<file path="src/rtl/sprite_rom_arbiter_if.sv">
// Requester / frame-RAM bus of the sprite ROM arbiter.
// The arbiter uses the slave modport; requesters and the RAM model use the master modport.
interface sprite_rom_arbiter_if #(
  parameter int NUM_REQ = 4,
  parameter int ADDR_W  = 19,
  parameter int DATA_W  = 24
);
  localparam int ID_W = $clog2(NUM_REQ);

  logic                      flush;
  logic [NUM_REQ-1:0]        req;
  logic [NUM_REQ*ADDR_W-1:0] req_addr;
  logic [NUM_REQ-1:0]        grant;
  logic [ADDR_W-1:0]         rom_addr;
  logic [DATA_W-1:0]         rom_data;
  logic                      rd_valid;
  logic [ID_W-1:0]           rd_id;
  logic [DATA_W-1:0]         rd_data;
  logic                      rd_transparent;

  modport slave (
    input  flush, req, req_addr, rom_data,
    output grant, rom_addr, rd_valid, rd_id, rd_data, rd_transparent
  );

  modport master (
    output flush, req, req_addr, rom_data,
    input  grant, rom_addr, rd_valid, rd_id, rd_data, rd_transparent
  );
endinterface

</file>
<file path="src/rtl/sprite_rom_arbiter.sv">
// Round-robin arbiter sharing one synchronous-read sprite frame RAM among NUM_REQ requesters.
// Optional SPRITE_ARB_STATS_EN adds a saturating stall_cnt output.
module sprite_rom_arbiter #(
  parameter int                NUM_REQ   = 4,
  parameter int                ADDR_W    = 19,
  parameter int                DATA_W    = 24,
  parameter int                ROM_LAT   = 1,
  parameter logic [DATA_W-1:0] KEY_COLOR = 24'hFF0000
) (
  input  logic Clk,
  input  logic Reset_n,
  sprite_rom_arbiter_if.slave bus
`ifdef SPRITE_ARB_STATS_EN
  ,
  output logic [15:0] stall_cnt
`endif
);

  localparam int ID_W = $clog2(NUM_REQ);
  // Stage 0 lines up with rom_addr, stage ROM_LAT with the returned rom_data.
  localparam int DEPTH = ROM_LAT + 1;

  logic [ADDR_W-1:0]  addr_arr [NUM_REQ];
  logic [ID_W-1:0]    ptr_reg;
  logic [ID_W-1:0]    win_idx;
  logic               win_found;
  logic [NUM_REQ-1:0] grant_next;
  logic               transfer;
  logic [ADDR_W-1:0]  rom_addr_reg;
  logic               tag_valid_reg [DEPTH];
  logic [ID_W-1:0]    tag_id_reg    [DEPTH];
  logic               rd_valid_reg;
  logic [ID_W-1:0]    rd_id_reg;
  logic [DATA_W-1:0]  rd_data_reg;
  logic               rd_transparent_reg;

  function automatic logic [ID_W-1:0] wrap_add(input logic [ID_W-1:0] base, input int k);
    int s;
    s = int'(base) + k;
    if (s >= NUM_REQ) s = s - NUM_REQ;
    return s[ID_W-1:0];
  endfunction

  for (genvar gi = 0; gi < NUM_REQ; gi++) begin : g_addr
    assign addr_arr[gi] = bus.req_addr[gi*ADDR_W +: ADDR_W];
  end

  // First active request at or after ptr, wrapping.
  always_comb begin
    win_found = 1'b0;
    win_idx   = '0;
    for (int k = 0; k < NUM_REQ; k++) begin
      if (!win_found && bus.req[wrap_add(ptr_reg, k)]) begin
        win_found = 1'b1;
        win_idx   = wrap_add(ptr_reg, k);
      end
    end
  end

  always_comb begin
    grant_next = '0;
    if (Reset_n && !bus.flush && win_found) grant_next[win_idx] = 1'b1;
  end

  assign transfer  = |(bus.req & grant_next);
  assign bus.grant = grant_next;

  always_ff @(posedge Clk or negedge Reset_n) begin
    if (!Reset_n) begin
      ptr_reg      <= '0;
      rom_addr_reg <= '0;
    end else if (bus.flush) begin
      ptr_reg <= '0;
    end else if (transfer) begin
      ptr_reg      <= wrap_add(win_idx, 1);
      rom_addr_reg <= addr_arr[win_idx];
    end
  end

  always_ff @(posedge Clk or negedge Reset_n) begin
    if (!Reset_n) begin
      tag_valid_reg[0] <= 1'b0;
      tag_id_reg[0]    <= '0;
    end else begin
      tag_valid_reg[0] <= transfer && !bus.flush;
      if (transfer) tag_id_reg[0] <= win_idx;
    end
  end

  for (genvar gi = 1; gi < DEPTH; gi++) begin : g_tag
    always_ff @(posedge Clk or negedge Reset_n) begin
      if (!Reset_n) begin
        tag_valid_reg[gi] <= 1'b0;
        tag_id_reg[gi]    <= '0;
      end else begin
        tag_valid_reg[gi] <= tag_valid_reg[gi-1] && !bus.flush;
        tag_id_reg[gi]    <= tag_id_reg[gi-1];
      end
    end
  end

  // Pixel and ID only move on a valid return so the last pixel stays visible.
  always_ff @(posedge Clk or negedge Reset_n) begin
    if (!Reset_n) begin
      rd_valid_reg       <= 1'b0;
      rd_id_reg          <= '0;
      rd_data_reg        <= '0;
      rd_transparent_reg <= 1'b0;
    end else if (bus.flush) begin
      rd_valid_reg       <= 1'b0;
      rd_transparent_reg <= 1'b0;
    end else begin
      rd_valid_reg       <= tag_valid_reg[DEPTH-1];
      rd_transparent_reg <= tag_valid_reg[DEPTH-1] && (bus.rom_data == KEY_COLOR);
      if (tag_valid_reg[DEPTH-1]) begin
        rd_id_reg   <= tag_id_reg[DEPTH-1];
        rd_data_reg <= bus.rom_data;
      end
    end
  end

  assign bus.rom_addr       = rom_addr_reg;
  assign bus.rd_valid       = rd_valid_reg;
  assign bus.rd_id          = rd_id_reg;
  assign bus.rd_data        = rd_data_reg;
  assign bus.rd_transparent = rd_transparent_reg;

`ifdef SPRITE_ARB_STATS_EN
  logic [15:0] stall_cnt_reg;

  always_ff @(posedge Clk or negedge Reset_n) begin
    if (!Reset_n) begin
      stall_cnt_reg <= '0;
    end else if (bus.flush) begin
      stall_cnt_reg <= '0;
    end else if ((|(bus.req & ~grant_next)) && (stall_cnt_reg != 16'hFFFF)) begin
      stall_cnt_reg <= stall_cnt_reg + 16'd1;
    end
  end

  assign stall_cnt = stall_cnt_reg;
`endif

endmodule

</file>
<file path="src/flat_wrapper.sv">
// flat-port wrapper written by rule: the top's interface ports become plain ports
module sprite_rom_arbiter_flat 
#(
  parameter int                NUM_REQ   = 4,
  parameter int                ADDR_W    = 19,
  parameter int                DATA_W    = 24,
  parameter int                ROM_LAT   = 1,
  parameter logic [DATA_W-1:0] KEY_COLOR = 24'hFF0000
)
  (Clk, Reset_n, bus_flush, bus_req, bus_req_addr, bus_rom_data, bus_grant, bus_rom_addr, bus_rd_valid, bus_rd_id, bus_rd_data, bus_rd_transparent);
  sprite_rom_arbiter_if #(.NUM_REQ(NUM_REQ), .ADDR_W(ADDR_W), .DATA_W(DATA_W)) bus_i ();
  input  logic Clk;
  input  logic Reset_n;
  input wire logic [$bits(bus_i.flush)-1:0] bus_flush;
  input wire logic [$bits(bus_i.req)-1:0] bus_req;
  input wire logic [$bits(bus_i.req_addr)-1:0] bus_req_addr;
  input wire logic [$bits(bus_i.rom_data)-1:0] bus_rom_data;
  output wire logic [$bits(bus_i.grant)-1:0] bus_grant;
  output wire logic [$bits(bus_i.rom_addr)-1:0] bus_rom_addr;
  output wire logic [$bits(bus_i.rd_valid)-1:0] bus_rd_valid;
  output wire logic [$bits(bus_i.rd_id)-1:0] bus_rd_id;
  output wire logic [$bits(bus_i.rd_data)-1:0] bus_rd_data;
  output wire logic [$bits(bus_i.rd_transparent)-1:0] bus_rd_transparent;
  assign bus_i.flush = bus_flush;
  assign bus_i.req = bus_req;
  assign bus_i.req_addr = bus_req_addr;
  assign bus_i.rom_data = bus_rom_data;
  assign bus_grant = bus_i.grant;
  assign bus_rom_addr = bus_i.rom_addr;
  assign bus_rd_valid = bus_i.rd_valid;
  assign bus_rd_id = bus_i.rd_id;
  assign bus_rd_data = bus_i.rd_data;
  assign bus_rd_transparent = bus_i.rd_transparent;
  sprite_rom_arbiter #(.NUM_REQ(NUM_REQ), .ADDR_W(ADDR_W), .DATA_W(DATA_W), .ROM_LAT(ROM_LAT), .KEY_COLOR(KEY_COLOR)) u_core (.Clk(Clk), .Reset_n(Reset_n), .bus(bus_i));
endmodule
</file>
<file path="config.mk">
export PLATFORM = sky130hd
export DESIGN_NAME = sprite_rom_arbiter_flat
export DESIGN_NICKNAME = d
export VERILOG_FILES = /design/src/rtl/sprite_rom_arbiter_if.sv /design/src/rtl/sprite_rom_arbiter.sv /design/src/flat_wrapper.sv
export SDC_FILE = /design/constraint.sdc
export NUM_CORES = 1
export LEC_CHECK = 0
export ABC_AREA = 1
export BUFFER_PORTS_ARGS = -buffer_cell sky130_fd_sc_hd__buf_2
export CAP_MARGIN = 20
export CORE_ASPECT_RATIO = 1.4
export CORE_UTILIZATION = 40
export DETAILED_ROUTE_END_ITERATION = 10
export PLACE_DENSITY_LB_ADDON = 0.1
export SLEW_MARGIN = 25
export SYNTH_ARGS = -nofsm -noshare
export SYNTH_HDL_FRONTEND = slang
export SYNTH_SLANG_ARGS = --single-unit
</file>
<file path="constraint.sdc">
create_clock -name Clk -period 2.3 [get_ports Clk]
set_clock_uncertainty 0.05 [all_clocks]
set_input_delay 0.46 -clock Clk [delete_from_list [all_inputs] [get_ports Clk]]
set_output_delay 0.46 -clock Clk [all_outputs]
set_load 0.01 [all_outputs]
</file>
==> results of run 1 <==
-- power by group through the flow --
stage | Clock, mW | Combinational [mW] | Sequential, mW
after floorplan | 0 | 1.85 | 1.63
after global placement | 0 | 2.70 | 1.50
after detailed placement | 0 | 2.72 | 1.51
after CTS | 0.578 | 2.91 | 1.50
after global routing | 0.620 | 3.48 | 1.54
final | 0.551 | 3.03 | 1.50
-- worst max-delay path by stage --
stage,start,endpoint,slack (ns),cells after the start
final,u_core.ptr_reg[0],bus_grant[2],-0.20,12
after global routing,u_core.ptr_reg[0],bus_grant[3],-0.33,12
after CTS,u_core.ptr_reg[0],bus_grant[2],-0.17,12
after detailed placement,u_core.ptr_reg[0],bus_grant[1],0.01,11
after global placement,u_core.ptr_reg[0],bus_grant[1],0.02,11
after floorplan,u_core.ptr_reg[0],bus_grant[2],0.15,11
-- cell usage in the layout (no fill, tap or decap), types with 2 or more instances in the layout --
| cell | netlist | final |
|---|---|---|
| buf_2 | 13 | 157 |
| clkbuf_8 | 0 | 6 |
| o21ai_0 | 2 | 2 |
| buf_4 | 1 | 21 |
| nand3_2 | 0 | 2 |
| nand4_1 | 2 | 2 |
| dfrtp_1 | 55 | 53 |
| inv_1 | 9 | 7 |
| nor4_1 | 5 | 5 |
| nor2_4 | 0 | 2 |
| inv_2 | 3 | 3 |
| dfrtp_2 | 0 | 2 |
| nor2_2 | 2 | 2 |
| nand2_2 | 5 | 18 |
| nand2_1 | 307 | 290 |
| nor2_1 | 7 | 5 |
| nand3_1 | 48 | 45 |
| nand3_4 | 1 | 2 |
| nand2_4 | 0 | 4 |
| buf_6 | 5 | 3 |
-- cell families (layout without fill, tap and decap cells) --
logic type	count (synthesis)	in the layout	share of synthesized area, %
AOI/OAI and AO/OA	4	4	0.6356
and+or+nand+nor	380	380	48.93
buffers and inverters	38	202	6.717
DFF	55	55	43.72
-- final cells by class --
class | instances | area [um2]
Timing Repair Buffer | 181 | 977.2
Tap cell | 97 | 121.4
Fill cell | 766 | 3181
Sequential cell | 55 | 1379
Inverter | 13 | 56.30
Clock buffer | 6 | 82.58
Multi-Input combinational cell | 384 | 1687
Clock inverter | 2 | 16.27
-- through the flow --
stage	utilization, %	instance area (um2)	total power, mW	cells	hold WS, ns
2_1_floorplan	-	3148	3.479	477	0.1144
3_3_place_gp	53.20	3990	4.202	719	0.3122
3_5_place_dp	53.20	3990	4.230	719	0.3215
4_1_cts	56.41	4230	4.984	736	0.2638
5_1_grt	57.59	4319	5.633	738	0.2576
6_report	57.59	4319	5.074	738	0.2772
-- metal layers --
metal	wire length [um]	vias up
met5	0	-
met4	167	0
met3	437	13
met2	4069	134
met1	3509	1483
li1	-	1804
-- worst reg2reg max path: stages, from the launching register on --
cell and delay [ns]:
dfrtp_2 0.49, buf_6 0.15, nand2_1 0.04, nand2_1 0.08, nand2_2 0.08, nand2_2 0.06, nor2_4 0.10, nand2_2 0.07
or2_4 0.24, nand3_4 0.12, buf_4 0.13, buf_4 0.12, inv_6 0.07, nand2_1 0.08, o21ai_0 0.08, nor2_1 0.09
-- timing repair --
item                                    in CTS  in global routing
endpoints found under the setup margin       4                  5
pin swaps                                    7                  4
hold buffers                                 0                  0
setup buffers                                9                  2
gates resized for setup                     23                 23
==> qor.yml, run 1 <==
clock_tree:
  cts_root_buffer: "clkbuf_8"
  cts_buffers: 5
  cts_tree: "built"
  clk_latency_ns: 0.30
  htree_levels: 2
  cts_max_path_buffers: 2
  cts.sinks: 55
  path_clk_slew_ns: 0.09
logic_synthesis:
  syn_nets: 584
  synth_top_area_share_pct: 43.72
  synth_seq_cells: 55
  synth.most_common_cell: "nand2_1"
  synth.area.top_cells: "dfrtp_1 (44%), nand2_1 (37%), nand3_1 (7.6%), buf_2 (2.1%), buf_6 (1.8%)"
  synthArstFlopShare_pct: 100.0
  post_synth.cell_area_avg_um2: 6.600
  yosys.area.top_type: "dfrtp_1"
  synth_commonest_cells: "nand2_1 (307), dfrtp_1 (55), nand3_1 (48)"
  yosysWarnings: 0
  synth_area_mm2: 0.003148
  synth_edf_count: 0
  synth_flop_cell: "dfrtp_1"
  synth_cell_types: 22
  netlist_instances: 477
  synth-seq-area-share_pct: 43.72
cells_and_area:
  nNetsFinal: 747
  diodes: 0
  syn2layout_area_growth_pct: 37.20
  drive_gt1_share_pct: 36.04
  largest_register_ffs: 24
power_and_ir_drop:
  clkPwrFrac_pct: 10.9
  peakVddDrop_mv: 0.5137
  p_int_mw: 2.730
  p_leak_nw: 2.649
  switchingPower_mw: 2.343
  p_per_area_mw_per_mm2: 1175
  combPwrFrac_pct: 59.7
  switching_share_pct: 46.18
  p_seq_share_pct: 29.5
placement:
  dp_hpwl_um: 6135
  io_buffers: 157
  dpl_worst_slack_ns: 0.01280
  gp_congestion: 0.8186
status:
  status: "complete, but fails checks"
  violations: "negative setup slack"
timing:
  max_freq_ghz: 0.4000
  setup_violations: 4
  tightest_slew_ns: 0.6790
  grt_setup_unrepaired: "yes"
  setup_ws_ns: -0.1999
  period_needed_ns: 2.500
  final_hold_viol_count: 0
  setup_tns_ns: -0.6727
  finalCritPeriodShare_pct: 108.7
  slew_headroom_pct: 54.73
  final_max_slew_viol_count: 0
setup_path:
  critPathSlowestCell: "dfrtp_2"
  crit_family: "simple AND/OR/NAND/NOR gates"
  cp_max_fo: 7
  rrSetupSlack_ns: 0.17
  crit_chain: "buf_4 -> nand2_1 -> nand2_1 -> nand2_2 -> nand2_2 -> nor2_2 -> nand2_1 -> nand3_2 -> nor2_4 -> buf_4 -> nor3_2 -> buf_2"
  cpPeakStageDelay_ns: 0.49
  worst_path_most_repeated_cell: "nand2_1"
  reg2reg_to: "u_core.ptr_reg[0]"
  reg2regPathDepth: 15
  critical_path_buf_inv_count: 3
  cp.required_ns: 1.79
  crit_arrival_ns: 1.99
  worstSetupPathType: "reg -> out"
  endpoint_kind: "primary output"
  r2r_start: "u_core.ptr_reg[0]"
  critPathLaunchType: "register"
hold_path:
  min_path_type: "in -> reg"
  hold_path_end: "u_core.tag_valid_reg[0]"
  min_from: "bus_flush"
  hold_depth: 2
floorplan:
  die_h_um: 107.0
  die_x_um: 76.98
  start_util_pct: 41.98
  coreArea_mm2: 0.007500
  dieArea_mm2: 0.008234
  num_rows: 37
  ios: 158
detailed_routing:
  drtAntennaViolNets: 0
  routed_wirelength_um: 8183
  first_iter_violations: 161
  drt-pass1-iter-count: 4
  via_count: 3434
  routed_via_density: 4.653
  post_drt_wl_per_cell_um: 11.09
  remaining_drc_errors: 0
global_routing:
  grt_max_degree: 56
  antenna_found_initial: 0
  grt_pass1_vias: 3238
  use_met2_pct: 38.01
  use_met1_pct: 24.71
  grt_most_used_layer: "met2"
  grt-ovfl-total: 0
  grt_first_pass_wirelength_um: 13950
  met3_usage_pct: 3.234
  grt_usage_pct: 20.98
job:
  cap_violations: 0
Note: power is estimated with default switching activity, not from simulation.
==> run 2, diff against run 1 <==
Settings changed: PLACE_DENSITY set to 0.67, PLACE_DENSITY_LB_ADDON 0.1 to not set, RECOVER_POWER set to 100.
==> run 2 against run 1 <==
  * The run still ends with negative setup slack left
  * Count of clock-buffer cells in the layout decreased by 1
  * Sequential cell count unchanged
  * Combinational power decreased by 6%
  * Sequential power about the same
  * Fmax increased by 0.19%
  * Wire length increased by 2.5%
  * Die area unchanged
  * Largest power group unchanged
==> qor.yml, run 2 (synthesis gave the netlist of run 1 again) <==
timing:
  final_hold_viol_count: 0  # unchanged
  setup_violations: 4  # unchanged
  tightest_slew_ns: 1.303  # +0.6239 ns
  period_needed_ns: 2.495  # -0.004769 ns
  max_freq_ghz: 0.4008  # +0.19%
  setup_tns_ns: -0.6902  # -0.01746 ns
  grt_setup_unrepaired: "yes"
  finalCritPeriodShare_pct: 108.5  # -0.21 points
  final_max_slew_viol_count: 0  # unchanged
  setup_ws_ns: -0.1952  # +0.004769 ns
  slew_headroom_pct: 13.14  # -42 points
detailed_routing:
  via_count: 3477  # +1.3%
  drtAntennaViolNets: 0  # unchanged
  remaining_drc_errors: 0  # unchanged
  post_drt_wl_per_cell_um: 11.45  # +3.3%
  routed_via_density: 4.750  # +2.1%
  routed_wirelength_um: 8385  # +2.5%
  first_iter_violations: 206  # +28%
  drt-pass1-iter-count: 4  # unchanged
cells_and_area:
  nNetsFinal: 741  # -0.80%
  drive_gt1_share_pct: 27.56  # -8.5 points
  largest_register_ffs: 24  # unchanged
  layout_commonest_cell: "nand2_1"
  final_cell_mix: "nand2_1 (293), buf_2 (109), dfrtp_1 (53)"
  post-route-util_pct: 55.82  # -1.8 points
  diodes: 0  # unchanged
  stdcell_count: 732  # -0.81%
  syn2layout_area_growth_pct: 32.99
clock_tree:
  cts_tree: "built"
  cts_max_path_buffers: 2  # unchanged
  path_clk_slew_ns: 0.10  # about the same
  cts_root_buffer: "clkbuf_8"
  cts_buffers: 5  # unchanged
  clk_latency_ns: 0.30  # about the same
  cts_hold_buf: 0  # unchanged
  cts.sinks: 55  # unchanged
  htree_levels: 2  # unchanged
setup_path:
  critPathLaunchType: "register"
  worstSetupPathType: "reg -> out"
  crit_arrival_ns: 1.99  # about the same
  cp_max_fo: 8  # +1
  cp.required_ns: 1.79  # about the same
  endpoint_kind: "primary output"
floorplan:
  dieArea_mm2: 0.008234  # unchanged
  start_util_pct: 41.98  # unchanged
  num_rows: 37  # unchanged
  coreArea_mm2: 0.007500  # unchanged
  ios: 158  # unchanged
  die_x_um: 76.98  # unchanged
  die_h_um: 107.0  # unchanged
status:
  violations: "negative setup slack"
  status: "complete, but fails checks"
power_and_ir_drop:
  peakVddDrop_mv: 0.6641  # +29%
  p_per_area_mw_per_mm2: 1175  # about the same
  p_leak_nw: 2.446  # -7.7%
  finalPower_mw: 4.919  # -3.1%
hold_path:
  min_path_type: "in -> reg"
global_routing:
  grt_pass1_vias: 3284  # +1.4%
  grt_usage_pct: 20.76  # -0.21 points
  grt_first_pass_wirelength_um: 13910  # -0.29%
  antenna_found_initial: 0  # unchanged
  grt_max_degree: 56  # unchanged
  grt-ovfl-total: 0  # unchanged
placement:
  placed_cells: 719  # unchanged
  io_buffers: 157  # unchanged
  dp_hpwl_um: 6241  # +1.7%
  gp_congestion: 0.7947  # -2.9%
job:
  cap_violations: 0  # unchanged
run 2: cell types whose count changed in the layout (fill, tap and decap cells not counted), moves of 2 or more:
| cell | change |
|---|---|
| clkbuf_1 | +49 |
| buf_2 | -48 |
| buf_4 | -6 |
| nand2_1 | +3 |
| buf_6 | -2 |
| nand2_2 | -2 |
run 2: power breakdown:
group	leakage (nW)	switching (mW)	internal [mW]	total, mW
combinational	1.70	1.85	1.01	2.86
clock	0.0502	0.327	0.226	0.553
sequential	0.698	0.199	1.31	1.51
run 2: final cells by class:
| cell class | instances | area [um2] |
|---|---|---|
| clock buffer | 5 | 68.82 |
| clock inverter | 3 | 28.78 |
| fill | 751 | 3313 |
| inverter | 13 | 53.80 |
| multi-input combinational | 384 | 1677 |
| sequential | 55 | 1379 |
| tap | 97 | 121.4 |
| timing repair buffer | 175 | 858.3 |
run 2: routing by layer:
layer	GRT usage, %	vias up	share of wire [%]
li1	-	1784	-
met1	23.97	1535	42
met2	38.27	143	50
met3	2.894	15	5.6
met4	8.356	0	2.3
met5	0	-	0
run 2: what timing repair did:
action / 4_1_cts / 5_1_grt
endpoints found under the setup margin: 4 / 13
buffers inserted: 4 / 2
pin swaps: 4 / 11
gates resized for setup: 6 / 34
run 2: worst paths after layout:
check	slack (ns)	cells after the start	start	to
min	0.30	2	bus_flush	u_core.ptr_reg[0]
min reg2reg	0.33	0	u_core.tag_id_reg[3]	u_core.tag_id_reg[1]
min in group asynchronous	0.55	2	Reset_n	u_core.bus.rd_data[2]
max in group asynchronous	0.79	2	Reset_n	u_core.ptr_reg[1]
max reg2reg	0.14	14	u_core.ptr_reg[0]	u_core.bus.rom_addr[13]
max	-0.20	13	u_core.ptr_reg[0]	bus_grant[3]
run 2: stage by stage:
stage / hold slack [ns] / cell area [um2] / setup WS [ns]
3_5_place_dp: 0.3176 / 3990 / 0.05972
5_1_grt: 0.2925 / 4187 / -0.3307
4_1_cts: 0.2573 / 4128 / -0.1886
2_1_floorplan: 0.1144 / 3148 / 0.1494
3_3_place_gp: 0.3109 / 3990 / 0.1514
6_report: 0.2968 / 4187 / -0.1952
run 2: critical path, stage by stage (launching register included):
cell	delay [ns]
dfrtp_2	0.49
buf_6	0.15
nand2_1	0.08
nand2_2	0.07
nand2_1	0.07
nand2_2	0.06
nor2_2	0.13
nand2_1	0.09
nand3_2	0.11
nor2_4	0.06
inv_2	0.07
nand2_1	0.07
nor2_1	0.10
buf_2	0.14
==> run 3, diff against run 2 <==
Settings changed: CTS_BUF_LIST set to sky130_fd_sc_hd__clkbuf_16, MAX_ROUTING_LAYER set to met4.
==> run 3 against run 2 <==
  * The run still ends with negative setup slack left
  * Combinational power about the same
  * Sequential power about the same
  * First-iteration DRC count rose by 9.2%
  * Critical path type unchanged
==> qor.yml, run 3 (synthesis gave the netlist of run 1 again) <==
floorplan:
  start_util_pct: 41.98  # unchanged
  coreArea_mm2: 0.007500  # unchanged
  dieArea_mm2: 0.008234  # unchanged
  num_rows: 37  # unchanged
  die_h_um: 107.0  # unchanged
  die_x_um: 76.98  # unchanged
  ios: 158  # unchanged
detailed_routing:
  drt-pass1-iter-count: 4  # unchanged
  routed_wirelength_um: 8389  # about the same
  remaining_drc_errors: 0  # unchanged
  via_count: 3487  # +0.29%
  first_iter_violations: 225  # +9.2%
  routed_via_density: 4.764  # +0.29%
  post_drt_wl_per_cell_um: 11.46  # about the same
  drtAntennaViolNets: 0  # unchanged
placement:
  io_buffers: 157  # unchanged
  dpl_worst_slack_ns: 0.05972  # unchanged
  gp_congestion: 0.8060  # +1.4%
  dp_hpwl_um: 6241  # unchanged
  placed_cells: 719  # unchanged
  dpl_cell_area_mm2: 0.003990  # unchanged
power_and_ir_drop:
  finalPower_mw: 5.136  # +4.4%
  p_int_mw: 2.734  # +7.5%
  switching_share_pct: 46.77  # -1.5 points
  combPwrFrac_pct: 55.8  # -2.3 points
  clkPwrFrac_pct: 14.9  # +3.6 points
  switchingPower_mw: 2.402  # +1.1%
  p_seq_share_pct: 29.4  # -1.2 points
  p_per_area_mw_per_mm2: 1210  # +3.0%
  p_leak_nw: 2.471  # +1.0%
  peakVddDrop_mv: 0.6670  # +0.45%
timing:
  setup_ws_ns: -0.1713  # +0.02385 ns
  final_hold_viol_count: 0  # unchanged
  worst_hold_slack_ns: 0.3211  # +0.02429 ns
  setup_violations: 4  # unchanged
  tightest_slew_ns: 1.321  # +0.01759 ns
  slew_headroom_pct: 11.96  # -1.2 points
  final_max_slew_viol_count: 0  # unchanged
  setup_tns_ns: -0.5820  # +0.1082 ns
  max_freq_ghz: 0.4046  # +0.97%
  finalCritPeriodShare_pct: 107.4  # -1.0 points
  period_needed_ns: 2.471  # -0.02385 ns
  grt_setup_unrepaired: "yes"
hold_path:
  min_path_type: "in -> reg"
global_routing:
  grt_first_pass_wirelength_um: 13880  # -0.25%
  grt-ovfl-total: 0  # unchanged
  antenna_found_initial: 0  # unchanged
  grt_pass1_vias: 3283  # -0.030%
  grt_max_degree: 56  # unchanged
  grt_usage_pct: 21.20  # +0.44 points
clock_tree:
  cts_max_path_buffers: 2  # unchanged
  clk_latency_ns: 0.29  # about the same
  cts_tree: "built"
  cts.sinks: 55  # unchanged
  htree_levels: 2  # unchanged
  path_clk_slew_ns: 0.07  # -0.03 ns
  cts_buffers: 5  # unchanged
  cts_root_buffer: "clkbuf_16"
cells_and_area:
  n_fill_cell: 745  # -0.80%
  layout_commonest_cell: "nand2_1"
  final_cell_mix: "nand2_1 (293), buf_2 (109), dfrtp_1 (53)"
  stdcell_count: 732  # unchanged
  diodes: 0  # unchanged
  final_area_mm2: 0.004243  # +1.3%
  largest_register_ffs: 24  # unchanged
  nNetsFinal: 741  # unchanged
  post-route-util_pct: 56.57  # +0.75 points
  syn2layout_area_growth_pct: 34.78
  drive_gt1_share_pct: 27.56  # unchanged
setup_path:
  cpPeakStageDelay_ns: 0.48  # about the same
  crit_chain: "buf_6 -> nand2_1 -> nand2_2 -> nand2_1 -> nand2_2 -> nor2_2 -> nand2_1 -> nand3_2 -> nor2_4 -> inv_2 -> nand2_1 -> nor2_1 -> buf_2"
  crit_arrival_ns: 1.96  # -0.03 ns
  cp_max_fo: 8  # unchanged
  critPathLaunchType: "register"
  critPathSlowestCell: "dfrtp_2"
  endpoint_kind: "primary output"
  cp.required_ns: 1.79  # about the same
  rrSetupSlack_ns: 0.15  # about the same
  worst_path_most_repeated_cell: "nand2_1"
  worstSetupPathType: "reg -> out"
status:
  status: "complete, but fails checks"
  violations: "negative setup slack"
job:
  cap_violations: 0  # unchanged
[run 3: changes by cell type in the layout (fill, tap and decap cells not counted)]
cell / change
clkbuf_8: -5
clkbuf_16: +5
[run 3: layout make-up]
cell class                      count  area (um2)  area share [%]
Timing Repair Buffer              175       858.3           20.23
Sequential cell                    55        1379           32.50
Tap cell                           97       121.4           2.861
Inverter                           13       53.80           1.268
Multi-Input combinational cell    384        1677           39.52
Clock buffer                        5       125.1           2.949
Clock inverter                      3       28.78          0.6783
[run 3: path summary, 6_finish.rpt]
check / start / endpoint / cells after the start
worst max register to register: u_core.ptr_reg[0] / u_core.bus.rom_addr[2] / 14
worst max-delay path: u_core.ptr_reg[0] / bus_grant[3] / 13
worst min register to register: u_core.tag_id_reg[3] / u_core.tag_id_reg[1] / 0
max in group asynchronous: Reset_n / u_core.ptr_reg[0] / 2
worst min-delay path: bus_flush / u_core.ptr_reg[0] / 2
min in group asynchronous: Reset_n / u_core.bus.rd_data[10] / 2
[run 3: power groups by stage]
stage / Clock [mW] / Combinational [mW] / Sequential [mW]
floorplan: 0 / 1.85 / 1.63
global placement: 0 / 2.67 / 1.49
detailed placement: 0 / 2.71 / 1.50
CTS: 0.784 / 2.76 / 1.49
global route: 0.822 / 3.27 / 1.55
finish: 0.764 / 2.86 / 1.51
[run 3: what timing repair did]
action,4_1_cts,5_1_grt
resized for setup,6,34
setup endpoints to repair,4,10
buffers inserted,4,2
pin swaps,4,11
hold buffers,0,0
gates cloned,0,0
[run 3: worst max-delay path, delay by kind of cell, from the launching register on]
family | cells | cell delay [ns]
simple gates | 10 | 0.84
flops | 1 | 0.48
buf+inv | 3 | 0.36
[run 3: per-layer routing]
layer | share of wire, % | vias up | track usage (%)
met1 | 42 | 1543 | 23.97
met5 | 0 | - | -
met2 | 50 | 140 | 38.27
li1 | - | 1792 | -
met4 | 2.1 | 0 | 7.951
met3 | 5.2 | 12 | 2.468
